$ cat config.mk
export PLATFORM = sky130hd
export DESIGN_NAME = microwave_cook_ctrl
export DESIGN_NICKNAME = d
export VERILOG_FILES = /design/src/rtl/microwave_cook_ctrl_pkg.sv /design/src/rtl/microwave_cook_ctrl_decrement.sv /design/src/rtl/microwave_cook_ctrl.sv
export SDC_FILE = /design/constraint.sdc
export NUM_CORES = 1
export LEC_CHECK = 0
export ABC_AREA = 1
export BUFFER_PORTS_ARGS = -buffer_cell sky130_fd_sc_hd__buf_2
export CAP_MARGIN = 5
export CORE_MARGIN = 2
export CORE_UTILIZATION = 46
export CTS_CLUSTER_SIZE = 24
export DETAILED_ROUTE_END_ITERATION = 16
export PLACE_DENSITY = 0.66
export SLEW_MARGIN = 5
export SYNTH_ARGS = -nofsm -noshare
export SYNTH_HDL_FRONTEND = slang
export SYNTH_SLANG_ARGS = --single-unit
$ cat constraint.sdc
create_clock -name clk -period 4.95 [get_ports clk]
set_input_delay 0.495 -clock clk [delete_from_list [all_inputs] [get_ports clk]]
set_output_delay 0.495 -clock clk [all_outputs]
set_load 0.02 [all_outputs]
$ cat src/rtl/microwave_cook_ctrl_pkg.sv
// Shared definitions for the microwave cook controller: state codes, BCD limits
// and the state-code width.
package microwave_cook_ctrl_pkg;

  localparam int STATE_W = 3;

  localparam logic [3:0] BCD_MAX_ONES     = 4'd9;
  localparam logic [3:0] BCD_MAX_TENS_SEC = 4'd5;

  typedef enum logic [STATE_W-1:0] {
    ST_IDLE  = 3'd0,
    ST_SET   = 3'd1,
    ST_COOK  = 3'd2,
    ST_PAUSE = 3'd3,
    ST_DONE  = 3'd4
  } state_t;

endpackage

$ cat src/rtl/microwave_cook_ctrl_decrement.sv
// Combinational MM:SS BCD minus-one-second with the borrow chain
// sec_ones -> sec_tens -> min_ones -> min_tens.
module bcd_mmss_decrement
  import microwave_cook_ctrl_pkg::*;
(
  input  logic [15:0] mmss,
  output logic [15:0] mmss_dec,
  output logic        is_one
);

  logic [3:0] mt, mo, st, so;
  logic       b0, b1, b2;

  assign mt = mmss[15:12];
  assign mo = mmss[11:8];
  assign st = mmss[7:4];
  assign so = mmss[3:0];

  // Each borrow propagates only when every lower digit is zero.
  assign b0 = (so == 4'd0);
  assign b1 = b0 && (st == 4'd0);
  assign b2 = b1 && (mo == 4'd0);

  always_comb begin
    mmss_dec[3:0]   = b0 ? BCD_MAX_ONES : so - 4'd1;
    mmss_dec[7:4]   = b0 ? ((st == 4'd0) ? BCD_MAX_TENS_SEC : st - 4'd1) : st;
    mmss_dec[11:8]  = b1 ? ((mo == 4'd0) ? BCD_MAX_ONES : mo - 4'd1) : mo;
    mmss_dec[15:12] = b2 ? mt - 4'd1 : mt;
  end

  assign is_one = (mmss == 16'h0001);

endmodule

$ cat src/rtl/microwave_cook_ctrl.sv
// Cook-cycle controller: keypad MM:SS entry, BCD countdown from a 1-second
// prescaler, door-interlocked magnetron enable and a timed done indication.
module microwave_cook_ctrl
  import microwave_cook_ctrl_pkg::*;
#(
  parameter int TICKS_PER_SEC = 100,
  parameter int DONE_SECS     = 3
) (
  input  logic         clk,
  input  logic         reset,
  input  logic         key_valid,
  input  logic [3:0]   key_digit,
  input  logic         start,
  input  logic         stop_clear,
  input  logic         door_open,
  output logic [15:0]  time_bcd,
  output logic         magnetron_on,
  output logic         done,
  output logic [2:0]   state
);

  localparam int PW = (TICKS_PER_SEC > 2) ? $clog2(TICKS_PER_SEC) : 1;
  localparam int DW = (DONE_SECS > 1) ? $clog2(DONE_SECS + 1) : 1;
  localparam logic [PW-1:0] PRE_LAST  = PW'(TICKS_PER_SEC - 1);
  localparam logic [DW-1:0] DONE_LAST = DW'(DONE_SECS - 1);

  state_t        st_q;
  logic [PW-1:0] presc;
  logic [PW-1:0] presc_nxt;
  logic [DW-1:0] done_cnt;
  logic          tick;
  logic          key_ok;
  logic [15:0]   dec_val;
  logic          dec_is_one;

  // A tens digit above 5 saturates that field to x:59-style 5/9.
  function automatic logic [15:0] clamp_mmss(input logic [15:0] t);
    logic [15:0] r;
    r = t;
    if (t[15:12] > BCD_MAX_TENS_SEC) begin
      r[15:12] = BCD_MAX_TENS_SEC;
      r[11:8]  = BCD_MAX_ONES;
    end
    if (t[7:4] > BCD_MAX_TENS_SEC) begin
      r[7:4] = BCD_MAX_TENS_SEC;
      r[3:0] = BCD_MAX_ONES;
    end
    return r;
  endfunction

  bcd_mmss_decrement u_dec (
    .mmss     (time_bcd),
    .mmss_dec (dec_val),
    .is_one   (dec_is_one)
  );

  assign tick      = (presc == PRE_LAST);
  assign presc_nxt = tick ? '0 : presc + PW'(1);
  assign key_ok    = key_valid && (key_digit <= BCD_MAX_ONES);

  always_ff @(posedge clk) begin
    if (reset) begin
      st_q     <= ST_IDLE;
      time_bcd <= 16'h0000;
      presc    <= '0;
      done_cnt <= '0;
      done     <= 1'b0;
    end else begin
      case (st_q)
        ST_IDLE: begin
          if (key_ok) begin
            time_bcd <= {12'h000, key_digit};
            st_q     <= ST_SET;
          end
        end
        ST_SET: begin
          if (stop_clear) begin
            time_bcd <= 16'h0000;
            st_q     <= ST_IDLE;
          end else if (start && !door_open && (time_bcd != 16'h0000)) begin
            time_bcd <= clamp_mmss(time_bcd);
            presc    <= '0;
            st_q     <= ST_COOK;
          end else if (key_ok) begin
            time_bcd <= {time_bcd[11:0], key_digit};
          end
        end
        ST_COOK: begin
          // The count for this cycle always lands, even when pausing.
          presc <= presc_nxt;
          if (tick) time_bcd <= dec_val;
          if (tick && dec_is_one) begin
            st_q     <= ST_DONE;
            done     <= 1'b1;
            done_cnt <= '0;
          end else if (stop_clear || door_open) begin
            st_q <= ST_PAUSE;
          end
        end
        ST_PAUSE: begin
          if (stop_clear) begin
            time_bcd <= 16'h0000;
            presc    <= '0;
            st_q     <= ST_IDLE;
          end else if (start && !door_open) begin
            st_q <= ST_COOK;
          end
        end
        ST_DONE: begin
          if (stop_clear || key_ok) begin
            st_q     <= ST_IDLE;
            done     <= 1'b0;
            presc    <= '0;
            done_cnt <= '0;
          end else begin
            presc <= presc_nxt;
            if (tick) begin
              if (done_cnt == DONE_LAST) begin
                st_q     <= ST_IDLE;
                done     <= 1'b0;
                done_cnt <= '0;
              end else begin
                done_cnt <= done_cnt + DW'(1);
              end
            end
          end
        end
        default: begin
          st_q     <= ST_IDLE;
          done     <= 1'b0;
          presc    <= '0;
          done_cnt <= '0;
        end
      endcase
    end
  end

  // Interlock path is deliberately combinational so the door cuts power at once.
  assign magnetron_on = (st_q == ST_COOK) && !door_open;
  assign state        = st_q;

endmodule

### Word-level counts from Yosys, hierarchy flattened

Index checks and enable logic that the tools add are counted.

| operators by class | value |
|---|---|
| add/sub/neg operators | 6 |
| magnitude comparators | 3 |
| equal/unequal tests | 24 |
| muxes and demuxes | 42 |
| bitwise operators | 2 |
| reduce and logical (&&, ||, !) cells | 25 |

Operators by type and width:

| operator | count |
|---|---|
| $mux W16 | 6 |
| $pmux W16 S4 | 1 |
| $mux W7 | 5 |
| $pmux W7 S5 | 1 |
| $mux W3 | 10 |
| $mux W4 | 6 |
| $reduce_and A7 Y1 | 3 |
| $eq A16 B1 Y1 const B | 1 |
| $mux W8 | 2 |
| $reduce_bool A16 Y1 | 1 |
| $sub A4 B1 Y4 const B | 4 |
| $ne A3 B3 Y1 const B | 5 |
| $pmux W3 S5 | 1 |
| $logic_not A4 Y1 | 3 |
| $ne A2 B2 Y1 const B | 6 |
| $ne A4 B4 Y1 const B | 3 |
| $reduce_and A6 Y1 | 2 |
| $gt A4 B3 Y1 const B | 2 |
| $mux W2 | 4 |
| $reduce_and A4 Y1 | 2 |
| $add A7 B1 Y7 const B | 1 |
| $eq A7 B7 Y1 const B | 1 |
| $logic_and A1 B1 Y1 | 7 |
| $eq A3 B2 Y1 const B | 2 |
| other kinds (16) | 23 |

| word-level totals | value |
|---|---|
| flip-flop bits (word level) | 29 |
| input port bits | 10 |
| output and inout bits | 21 |
| word-level logic and storage cells | 110 |

### Depth between registers and ports, before layout

Gate-level depths: netlist of run 1.

| depth | value |
|---|---|
| word-level depth | 6 |
| depth in mapped cells | 13 |

### Modules after synthesis

Synthesis of run 1 repeated with hierarchy kept, for this count alone.

| second synthesis, totals | value |
|---|---|
| cells, all modules | 362 |
| area, all modules | 2,190.9 um^2 |

Modules (own cells, without submodules):

| module | times used | cells each | area an instance (um^2) | seq. area each (um^2) |
|---|---|---|---|---|
| microwave_cook_ctrl | 1 | 290 | 1,790.5 | 580.6 |
| bcd_mmss_decrement | 1 | 72 | 400.4 | 0.0 |

### Worst setup path before layout of run 1

No wires, ideal clock.

| timing | value |
|---|---|
| path kind | register to register |
| start | reg time_bcd[4] |
| end | reg st_q[0] (netlist: state[0]) |
| arrival | 1.768 ns |
| path slack | 3.069 ns |
| stages on the path, launching flop included | 14 |
| path buffers | 1 |
| cell sequence | dfxtp_1 > inv_1 > ha_1 > nand3_2 > nor2_1 > nand2_1 > nand2_2 > buf_6 > nand2_4 > nand3_1 > nor2_1 > nand2_1 > nand2_1 > nor2_1 |

| between the ends | value |
|---|---|
| longest elaborated chain between the ends | 4 |
| elaborated cells on any way between the ends | 9 |

RTL lines:

| what | RTL line | RTL |
|---|---|---|
| from (decl) | microwave_cook_ctrl.sv:16 | `output logic [15:0] time_bcd,` |
| from (signal assigned) | microwave_cook_ctrl.sv:72 | `time_bcd <= {12'h000, key_digit};` |
| from (signal assigned) | microwave_cook_ctrl.sv:81 | `time_bcd <= clamp_mmss(time_bcd);` |
| from (signal assigned) | microwave_cook_ctrl.sv:85 | `time_bcd <= {time_bcd[11:0], key_digit};` |
| $eq A16 B1 Y1 / $reduce_bool A16 Y1 (equally long branches) | microwave_cook_ctrl_decrement.sv:31, microwave_cook_ctrl.sv:80 |  |
| $logic_and A1 B1 Y1, on equally long branches | microwave_cook_ctrl.sv:92, microwave_cook_ctrl.sv:80 |  |
| $ne A3 B3 Y1 (no source line) / $mux W3 (equally long branches) | -- |  |
| $reduce_and A6 Y1 (no source line) / $pmux W3 S5 (equally long branches) | -- |  |
| to (signal assigned) | microwave_cook_ctrl.sv:93 | `st_q <= ST_DONE;` |
| to (signal assigned) | microwave_cook_ctrl.sv:97 | `st_q <= ST_PAUSE;` |
| to (signal assigned) | microwave_cook_ctrl.sv:104 | `st_q <= ST_IDLE;` |
| to (decl) | microwave_cook_ctrl.sv:27 | `state_t st_q;` |

Parallel ways exist; a longest one is shown, timed or not.
A chain may end at the register's enable or synchronous reset.

### Final worst setup path of run 1

| timing | value |
|---|---|
| start | reg st_q[1] (netlist: state[1]) |
| end | out magnetron_on |

| between the ends | value |
|---|---|
| longest elaborated chain between the ends | 2 |

RTL lines:

| what | RTL line | RTL |
|---|---|---|
| from (signal assigned) | microwave_cook_ctrl.sv:63 | `st_q <= ST_IDLE;` |
| from (signal assigned) | microwave_cook_ctrl.sv:73 | `st_q <= ST_SET;` |
| from (signal assigned) | microwave_cook_ctrl.sv:79 | `st_q <= ST_IDLE;` |
| $eq A3 B2 Y1 | microwave_cook_ctrl.sv:139 | `assign magnetron_on = (st_q == ST_COOK) && !door_open;` |
| $logic_and A1 B1 Y1 | microwave_cook_ctrl.sv:139 |  |
| to (decl) | microwave_cook_ctrl.sv:17 | `output logic magnetron_on,` |

No other way between the ends.

==> summary.md, run 1 <==
| Metric | Value |
|---|---|
| DR iter-0 viols | 151 |
| Routed wire length per instance | 11.7 um |
| Vias | approximately 2300 |
| Slew of the pin with the lowest slew margin | 0.987 ns |
| Routed Antenna Nets | 0 |
| Global-route wire length before repair | between 9000 and 10000 um |
| Syn_area_per_cell | 5.89 um2 |
| DRC | 0 |
| P_leak | 1.26 nW |
| Clock period minus worst slack | 2.71 ns |
| Int Pwr | 0.769 mW |
| CP startpoint kind | register |
| Crit Path Class | reg2out |
| Die Span Y | 71.9 um |
| Crit path required time | approximately 4.5 ns |
| Clock-pin slew on the worst setup and hold paths | 0.06 ns |
| Post-Synthesis Cells | 360 |
| Rows | 24 |
| Nets | 412 |
| Crit path arrival time | 2.21 ns |
| Final setup TNS | 0 ns |
| Clock skew | 0.00983 ns |
| Max-slew violations | 0 |
| #FFs+latches synth | 29 |
| Gates resized, CTS repair | 0 |
| CP endpoint kind | output pin |
| PwrDens | 637 nW/um2 |
| Ant diodes | 0 |
| RSZ-0062 raised after global routing | false |
| Hpwl dp | 3980 um |
| Hold WS | ~0.44 ns |
| Comb pwr share | 60.4% |
| Post-synthesis cell type count | 32 |
| Outcome | finished, final reports clean |
| Final wirelength | 5200 um |
| DRT Pass-1 Iters | 4 |
| H-tree depth | 2 |
| Initial Util | 48.4% |
| CTS sink count | 29 |
| CTS Buf Count | 5 |
| Number of port buffers | 30 |
| Share of power burned in registers | ~23% |
| Largest net degree at the start of global routing | 20 |
| Setup bufs post-CTS | 0 |
| Post-synthesis sequential area ratio | 27.4% |
| Switch Pwr | ~0.8 mW |
| Clock root buffer | clkbuf_8 |
| CTS tree | done |
| Critical Path Sink | magnetron_on |
| Worst hold path class | in2reg |
| Via density | approximately 5.1 |
| Critical R2R Capture | state[1] |
| Maximum clock frequency | 369 MHz |
| Fin crit share | between 50% and 60% |
| Total grt overflow | 0 |
| Die W | 71.9 um |
| I/O pins | 31 |
| Max-cap check violation count | 0 |
| CTS Hold Buffers Added | 0 |
| DIE AREA | 5170 um2 |
| Reg-to-Reg Start | state[1] |
| Part of the power in the clock network | 16.6% |
| Hold Fails Final Rpt | 0 |
| FF-to-FF path depth | 10 |
| Fraction of layout cells with a size suffix above 1 | a little over an eighth |
| Clk_lat worst skew | 0.29 ns |
| Crit-path max FO | 14 |
| Final Setup Violations | 0 |
| Vias in the first global route | 2166 |
| Antenna violations before repair | 0 |
| Syn Nets | about 380 |
| Synthesis-to-layout area growth | 14.5% |
| Rel. slew slack | 33.9% |
| Max IR drop VDD | 0.457 mV |
| Final GP Congestion | just over 0.9 |
| Yosys warns | 0 |
| CTS max path bufs | 2 |
| Core footprint | 4380 um2 |
| Net Sw Frac | 50.3% |
| Worst setup path start | state[1] |
| Mapped cell area | 2120 um2 |
| GRT Total Usage | 22.5% |
| R2r setup slk | 2.70 ns |
-- cell usage in the layout, fill, tap and decap left out, types with 2 or more instances in the layout --
master,count
nand3_2,2
nor3_1,5
nor2_2,3
nand4_1,6
o21ai_1,2
o21ai_0,9
a21oi_1,18
nor2_1,68
or2_2,2
nand2_2,3
ha_1,9
nand3_1,34
nor3b_1,3
clkbuf_8,6
inv_1,44
xor2_1,3
a21boi_0,2
buf_2,30
nand2_1,101
inv_2,3
dfxtp_1,29
-- final cells by class --
class	count	area [um2]
clock inverter	1	30.0
inverter	48	180
multi-input combinational	279	1340
sequential	29	581
timing repair buffer	30	150
clock buffer	7	86.3
tap	52	65.1
fill	460	1960
-- synth_stat cells, drive strengths merged --
cell / count / area, um2
clkbuf: 1 / 3.75
clkinv: 1 / 3.75
nor2: 71 / 274
a21boi: 2 / 15.0
nand3b: 1 / 11.3
o22ai: 1 / 6.26
nand2: 105 / 409
a21oi: 18 / 90.1
nand4: 6 / 37.5
nor3: 6 / 35.0
xnor2: 1 / 8.76
a31oi: 1 / 6.26
nand3: 36 / 190
inv: 47 / 176
o211ai: 1 / 7.51
buf: 3 / 21.3
ha: 9 / 113
nor3b: 3 / 22.5
dfxtp: 29 / 581
or2: 3 / 18.8
xor2: 3 / 26.3
o21ai: 12 / 63.8
-- state kept, by name (all words and copies together), names as in the netlist --
register and flops:
done_cnt 2, time_bcd 16, presc 7, done 1, state 3
-- layer usage --
| layer | part of all wire [%] | global-route usage [%] |
|---|---|---|
| met5 | 0 | 0 |
| met4 | 0.98 | 9.01 |
| met3 | 4.9 | 4.86 |
| met2 | 44 | 36.2 |
| met1 | 50 | 29.4 |
-- worst min-delay path by stage --
| stage | to | start | depth (start not counted) | slack, ns |
|---|---|---|---|---|
| floorplan | done_cnt[0] | done_cnt[0] | 2 | 0.45 |
| global placement | done | done | 2 | 0.45 |
| detailed placement | done | done | 2 | 0.45 |
| CTS | state[2] | reset | 2 | 0.43 |
| global route | done_cnt[0] | reset | 2 | 0.45 |
| finish | state[2] | reset | 2 | 0.44 |
-- power groups by stage --
stage / sequential, mW / clock (mW) / combinational [mW]
after floorplan: 0.408 / 0 / 0.670
after global placement: 0.359 / 0 / 0.914
after detailed placement: 0.361 / 0 / 0.923
after CTS: 0.356 / 0.267 / 0.931
after global routing: 0.367 / 0.273 / 1.08
final: 0.356 / 0.257 / 0.934
-- critical path, stage by stage, from the launching register on --
cell and delay (ns):
dfxtp_1 0.43, nand2_1 0.10, nor2_1 0.75, inv_2 0.24
nor2_1 0.21, buf_2 0.19
-- kinds of logic after synthesis --
| family | count (synthesis) | share of synthesized area, % |
|---|---|---|
| XOR/XNOR | 4 | 1.65 |
| AND/OR/NAND/NOR | 231 | 47.1 |
| adder cells (fa/ha/maj) | 9 | 5.31 |
| buffers and inverters | 52 | 9.68 |
| AO/OA/AOI/OAI | 35 | 8.91 |
| flip-flops | 29 | 27.4 |
-- metrics by stage --
step	std cells	setup WS [ns]	power [mW]	cell area, um2	utilization, %
final	446	2.24	1.55	2430	55.4
after global routing	446	2.07	1.72	2430	55.4
after CTS	446	2.28	1.55	2430	55.4
after detailed placement	438	2.60	1.28	2310	52.7
after global placement	438	2.71	1.27	2310	52.7
after floorplan	360	3.07	1.08	2120	-
Power figures use the tool's default switching activity.
==> run 2: changes to the inputs <==
--- a/config.mk
+++ b/config.mk
@@ -5,14 +5,14 @@
 export SDC_FILE = /design/constraint.sdc
 export NUM_CORES = 1
 export LEC_CHECK = 0
-export ABC_AREA = 1
+export ABC_AREA = 0
 export BUFFER_PORTS_ARGS = -buffer_cell sky130_fd_sc_hd__buf_2
 export CAP_MARGIN = 5
 export CORE_MARGIN = 2
 export CORE_UTILIZATION = 46
 export CTS_CLUSTER_SIZE = 24
 export DETAILED_ROUTE_END_ITERATION = 16
-export PLACE_DENSITY = 0.66
+export PLACE_DENSITY = 0.69
 export SLEW_MARGIN = 5
 export SYNTH_ARGS = -nofsm -noshare
 export SYNTH_HDL_FRONTEND = slang
==> constraint.sdc (replaced) <==
create_clock -name clk -period 2.2 [get_ports clk]
set_input_delay 0.22 -clock clk [delete_from_list [all_inputs] [get_ports clk]]
set_output_delay 0.22 -clock clk [all_outputs]
set_load 0.02 [all_outputs]
==> summary.md, run 2 <==
| Metric | Value |
|---|---|
| Ant diodes | 0 |
| Max-cap check violation count | 0 |
| Clock-pin slew on the worst setup and hold paths | 0.06 ns |
| Int Pwr | 1.66 mW |
| Clk_lat worst skew | 0.29 ns |
| Most frequent cells in the layout | buf_4 (36), buf_2 (30), nor2_1 (27), dfxtp_1 (22), a21oi_1 (20) |
| Die W | a little over 70 um |
| Comb pwr share | between 50% and 60% |
| Fill count | 397 |
| Most common cell after layout, fill and taps aside | buf_4 |
| Crit-path cells | inv_2 > ha_4 > or3b_4 > nor4_4 > buf_4 > o41ai_4 > nand4_1 > xor2_1 > nor2_1 |
| Synthesis-to-layout area growth | 28.2% |
| Top reg by flops | time_bcd |
| Total grt overflow | 0 |
| Fraction of layout cells with a size suffix above 1 | 41.0% |
| Dominant cell type by area after synthesis | dfxtp_1 |
| Syn Nets | 259 |
| RSZ-0062 raised after global routing | true |
| Final worst slack | 0.0793 ns |
| DR iter-0 viols | 104 |
| Post-Synthesis Cells | 240 |
| Fin crit share | 96.4% |
| Hold path depth | 2 |
| #FFs+latches synth | 29 |
| WP buf/inv | 2 |
| Post-synthesis sequential area ratio | between 20 and 30% |
| Setup WS pre-CTS | 0.0201 ns |
| Crit Path Class | reg2reg |
| Post-synth ARST share | 0% |
| CTS sink count | 29 |
| Global-route wire length before repair | 9780 um |
| Antenna violations before repair | 0 |
| Worst hold path class | in2reg |
| Switch Pwr | 1.24 mW |
| Mapped cell area | 2140 um2 |
| DRT Pass-1 Iters | 4 |
| Final setup TNS | 0 ns |
| Vias in the first global route | 2083 |
| Clock root buffer | clkbuf_8 |
| Top cells by area, synth | dfxtp_1 (27%), ha_1 (5.3%), a211oi_1 (4.9%), nor2_1 (4.9%), a21oi_1 (4.7%) |
| Final wirelength | about 5900 um |
| Crit path arrival time | 2.30 ns |
| Hold Fails Final Rpt | 0 |
| Yosys warns | 0 |
| Die Span Y | 72.2 um |
| PwrDens | 1060 nW/um2 |
| P_leak | approximately 1.1 nW |
| I/O pins | 31 |
| Count leader, synth | dfxtp_1 |
| Crit path depth | 9 |
| Fin util | 62.2% |
| Net Sw Frac | 42.8% |
| GRT Total Usage | approximately a quarter |
| Largest net degree at the start of global routing | 13 |
| DIE AREA | 5220 um2 |
| Count of non-filler cells in the finished layout | 359 |
| Rows | 24 |
| CTS max path bufs | 2 |
| CTS Buf Count | 5 |
| Via density | 5.79 |
| FF-to-FF path depth | 9 |
| CTS tree | done |
| Initial Util | 48.5% |
| Share of power burned in registers | 24.8% |
| Clock skew | approximately 0.0085 ns |
| Hpwl dp | 4470 um |
| Post-synthesis cell type count | 62 |
| CP endpoint kind | register |
| Final GP Congestion | roughly 0.86 |
| Commonest cells post-synth | dfxtp_1 (29), nor2_1 (28), a21oi_1 (20), inv_1 (16) |
| Part of the power in the clock network | 15.8% |
| Max-slew violations | 0 |
| Post-synth top area share | between 20% and 30% |
| DRC | 0 |
| Crit path required time | ~2.4 ns |
| Largest stage delay on the critical path | 0.56 ns |
| Main synth FF type | dfxtp_1 |
| Critical path's top delay family | compound AO/OA/AOI/OAI gates |
| Maximum clock frequency | 472 MHz |
| Max FFs per register | 16 |
| Max IR drop VDD | 0.487 mV |
| Vias | approximately 2100 |
| Placed cell count | 352 |
| Clock period minus worst slack | between 2 and 2.5 ns |
| Rel. slew slack | between 50% and 60% |
| Core footprint | around 4400 um2 |
| Crit-path max FO | 8 |
| Routed wire length per instance | 16.5 um |
| Number of port buffers | 30 |
| Slowest-stage cell, CP | o41ai_4 |
| Routed Antenna Nets | 0 |
| Outcome | finished, final reports clean |
| Final Setup Violations | 0 |
| Nets | approximately 330 |
| CP startpoint kind | register |
| Syn_area_per_cell | 8.92 um2 |
| Number of synthesized flops with an enable pin | 0 |
| H-tree depth | 2 |
| Slew of the pin with the lowest slew margin | 0.644 ns |
==> run 2: changes by cell type after synthesis, moves of 4 or more <==
cell,previous run,this run
a211oi_1,0,14
inv_1,44,16
mux2i_1,0,4
nand2_1,101,14
nand3_1,34,6
nor2_1,68,28
o21ai_0,9,14
==> run 2: worst register-to-register path: stages, from the launching register on <==
cell     delay (ns)
dfxtp_2        0.35
inv_2          0.06
ha_4           0.15
or3b_4         0.26
nor4_4         0.06
buf_4          0.14
o41ai_4        0.56
nand4_1        0.18
xor2_1         0.21
nor2_1         0.05
==> run 2: timing repair <==
item / in CTS / in global routing
setup endpoints to repair: 0 / 23
hold buffers: 0 / 0
buffers inserted: 0 / 1
resized for setup: 0 / 21
==> run 2: metrics by stage <==
stage          instance area [um2]  hold WS (ns)  power, mW
6_report                      2750         0.281       2.90
5_1_grt                       2750         0.287       3.11
4_1_cts                       2660         0.271       2.81
3_5_place_dp                  2570         0.482       2.34
3_3_place_gp                  2570         0.485       2.32
2_1_floorplan                 2150         0.444       1.81
==> run 2: area by class of cell <==
cell class / instances / area (um2) / area share [%]
timing repair buffer: 66 / 420 / 15.3
tap: 52 / 65.1 / 2.37
sequential: 29 / 589 / 21.5
multi-input combinational: 189 / 1520 / 55.5
clock buffer: 7 / 86.3 / 3.14
inverter: 16 / 60.1 / 2.19
==> run 2: path summary, 6_finish.rpt <==
| path | slack (ns) | end | startpoint |
|---|---|---|---|
| min reg2reg | 0.50 | done_cnt[1] | done_cnt[1] |
| max | 0.08 | presc[5] | time_bcd[13] |
| min | 0.28 | time_bcd[11] | reset |
| max reg2reg | 0.08 | presc[5] | time_bcd[13] |
==> run 2: layer usage <==
layer	share of wire (%)	vias to the layer above	track usage [%]
li1	-	1035	-
met1	45	980	31.0
met2	48	52	38.4
met3	5.3	13	5.97
met4	1.7	0	9.85
met5	0	-	0
==> run 2: cells by family after synthesis <==
family / after synthesis / synth area share (%)
DFF: 29 / 27.1
xor gates and xnor gates: 8 / 3.27
adders and majority gates: 9 / 5.26
and+or+nand+nor: 88 / 27.3
AOI/OAI and AO/OA: 80 / 29.6
muxes: 4 / 1.87
buffers and inverters: 22 / 5.61
==> run 2: power by group through the flow <==
stage          Clock [mW]  Combinational (mW)  Sequential [mW]
4_1_cts             0.467                1.63            0.711
5_1_grt             0.491                1.88            0.735
2_1_floorplan           0               0.999            0.814
3_3_place_gp            0                1.60            0.719
6_report            0.459                1.72            0.720
3_5_place_dp            0                1.62            0.722
==> run 3: changes to the inputs <==
--- a/config.mk
+++ b/config.mk
@@ -9,10 +9,10 @@
 export BUFFER_PORTS_ARGS = -buffer_cell sky130_fd_sc_hd__buf_2
 export CAP_MARGIN = 5
 export CORE_MARGIN = 2
-export CORE_UTILIZATION = 46
+export CORE_UTILIZATION = 25
 export CTS_CLUSTER_SIZE = 24
 export DETAILED_ROUTE_END_ITERATION = 16
-export PLACE_DENSITY = 0.69
+export REMOVE_ABC_BUFFERS = 1
 export SLEW_MARGIN = 5
 export SYNTH_ARGS = -nofsm -noshare
 export SYNTH_HDL_FRONTEND = slang
==> summary.md, run 3 (same netlist as run 2, synthesis figures left out) <==
| Metric | Value |
|---|---|
| Clock period minus worst slack | about 2.2 ns |
| Synthesis-to-layout area growth | 38.6% |
| Crit Path Class | reg2reg |
| Crit-path cells | inv_2 > ha_4 > or3b_4 > nor4_4 > buf_4 > o31ai_4 > buf_6 > nand4_4 > a211oi_2 > a31o_2 |
| CTS sink count | 29 |
| Most common cell after layout, fill and taps aside | buf_4 |
| Initial Util | 25.9% |
| Crit path arrival time | 2.34 ns |
| Hold path depth | 3 |
| Fin crit share | 98.0% |
| Most frequent cells in the layout | buf_4 (52), buf_2 (30), nor2_1 (27), dfxtp_1 (27), a21oi_1 (20) |
| Worst hold path class | in2reg |
| Slew of the pin with the lowest slew margin | just over 0.6 ns |
| CTS Hold Buffers Added | 0 |
| Max-cap check violation count | 0 |
| Vias in the first global route | 2148 |
| Via density | 4.99 |
| Crit path required time | 2.38 ns |
| Clock root buffer | clkbuf_8 |
| Max IR drop VDD | 0.266 mV |
| Die Span Y | 96.5 um |
| CTS tree | done |
| Die W | just under 100 um |
| CP endpoint kind | register |
| Total grt overflow | 0 |
| PwrDens | between 1000 and 1500 nW/um2 |
| Routed wire length per instance | 14.5 um |
| Setup WS pre-CTS | -0.0341 ns |
| Final worst slack | 0.0434 ns |
| Max-slew violations | 0 |
| P_leak | 1.22 nW |
| Hpwl dp | around 4700 um |
| Routed Antenna Nets | 0 |
| Clk_lat worst skew | 0.29 ns |
| Final wirelength | 6230 um |
| RSZ-0062 raised after global routing | true |
| Rel. slew slack | 58.0% |
| Clock-pin slew on the worst setup and hold paths | 0.07 ns |
| Final setup TNS | 0 ns |
| Maximum clock frequency | about 460 MHz |
| Total power | ~3.1 mW |
| Largest stage delay on the critical path | ~0.41 ns |
| Crit-path max FO | 7 |
| Rows | 33 |
| DR iter-0 viols | 95 |
| Vias | 2146 |
| Final Setup Violations | 0 |
| Antenna violations before repair | 0 |
| Max FFs per register | 16 |
| FF-to-FF path depth | 10 |
| Hold Fails Final Rpt | 0 |
| Clock skew | roughly 0.013 ns |
| Core footprint | 8260 um2 |
| I/O pins | 31 |
| Top reg by flops | time_bcd |
| DRT Pass-1 Iters | 4 |
| CTS max path bufs | 2 |
| DRC | 0 |
| Global-route wire length before repair | 10000 um |
| DIE AREA | between 9000 and 10000 um2 |
| Final GP Congestion | 0.900 |
| Ant diodes | 0 |
| CTS Buf Count | 5 |
| Fin util | 35.9% |
| H-tree depth | 2 |
| Slowest-stage cell, CP | or3b_4 |
| CP startpoint kind | register |
| Fraction of layout cells with a size suffix above 1 | 43.4% |
| Nets | 344 |
| GRT Total Usage | 13.9% |
| Number of port buffers | 30 |
| Outcome | finished, final reports clean |
| Largest net degree at the start of global routing | 22 |
## run 3: changes by cell type in the layout (fill, tap and decap cells not counted), moves of 2 or more
cell      change
a211oi_1      -3
buf_4        +16
a211oi_2      +3
dfxtp_2       -5
buf_6         +2
dfxtp_1       +5
## run 3: worst max-delay path, delay by kind of cell (launching register included)
family                   cells  cell delay [ns]
AO/OA/AOI/OAI                3             0.35
AND/OR/NAND/NOR              3             0.85
adder cells (fa/ha/maj)      1             0.14
buffers and inverters        3             0.38
flip-flops                   1             0.33
## run 3: path summary, 6_finish.rpt
check | startpoint | endpoint | slack (ns)
min reg2reg | time_bcd[9] | time_bcd[9] | 0.49
max reg2reg | time_bcd[13] | time_bcd[6] | 0.04
max | time_bcd[13] | time_bcd[6] | 0.04
min | key_digit[1] | time_bcd[1] | 0.31
## run 3: metrics by stage
stage | area [um2] | hold WS (ns) | cells
3_3_place_gp | 2720 | 0.472 | 416
5_1_grt | 2970 | 0.336 | 430
2_1_floorplan | 2080 | 0.282 | 234
3_5_place_dp | 2720 | 0.482 | 416
4_1_cts | 2830 | 0.306 | 424
6_report | 2970 | 0.310 | 430
## run 3: cell type report
cell class                      count  area, um2
Fill cell                         874       5290
Multi-Input combinational cell    189       1540
Sequential cell                    29        583
Timing Repair Buffer               84        563
Tap cell                          105        131
Clock buffer                        7       86.3
Inverter                           16       60.1
## run 3: report_power, final
group	switching (mW)	internal, mW	total, mW
Sequential	0.0781	0.614	0.692
Combinational	1.01	0.939	1.95
Clock	0.205	0.248	0.452
Total	1.30	1.80	3.10
## run 3: what timing repair did
item	4_1_cts	5_1_grt
endpoints found under the setup margin	13	23
gates resized for setup	3	27
pin swaps	2	20
setup buffers	1	7
## run 3: routing by layer
layer / GRT usage [%] / routed length, um / vias up
met5: 0 / 0 / -
met4: 4.93 / 120 / 0
met3: 3.18 / 273 / 12
met2: 24.0 / 3140 / 41
met1: 16.9 / 2690 / 1024
li1: - / - / 1069
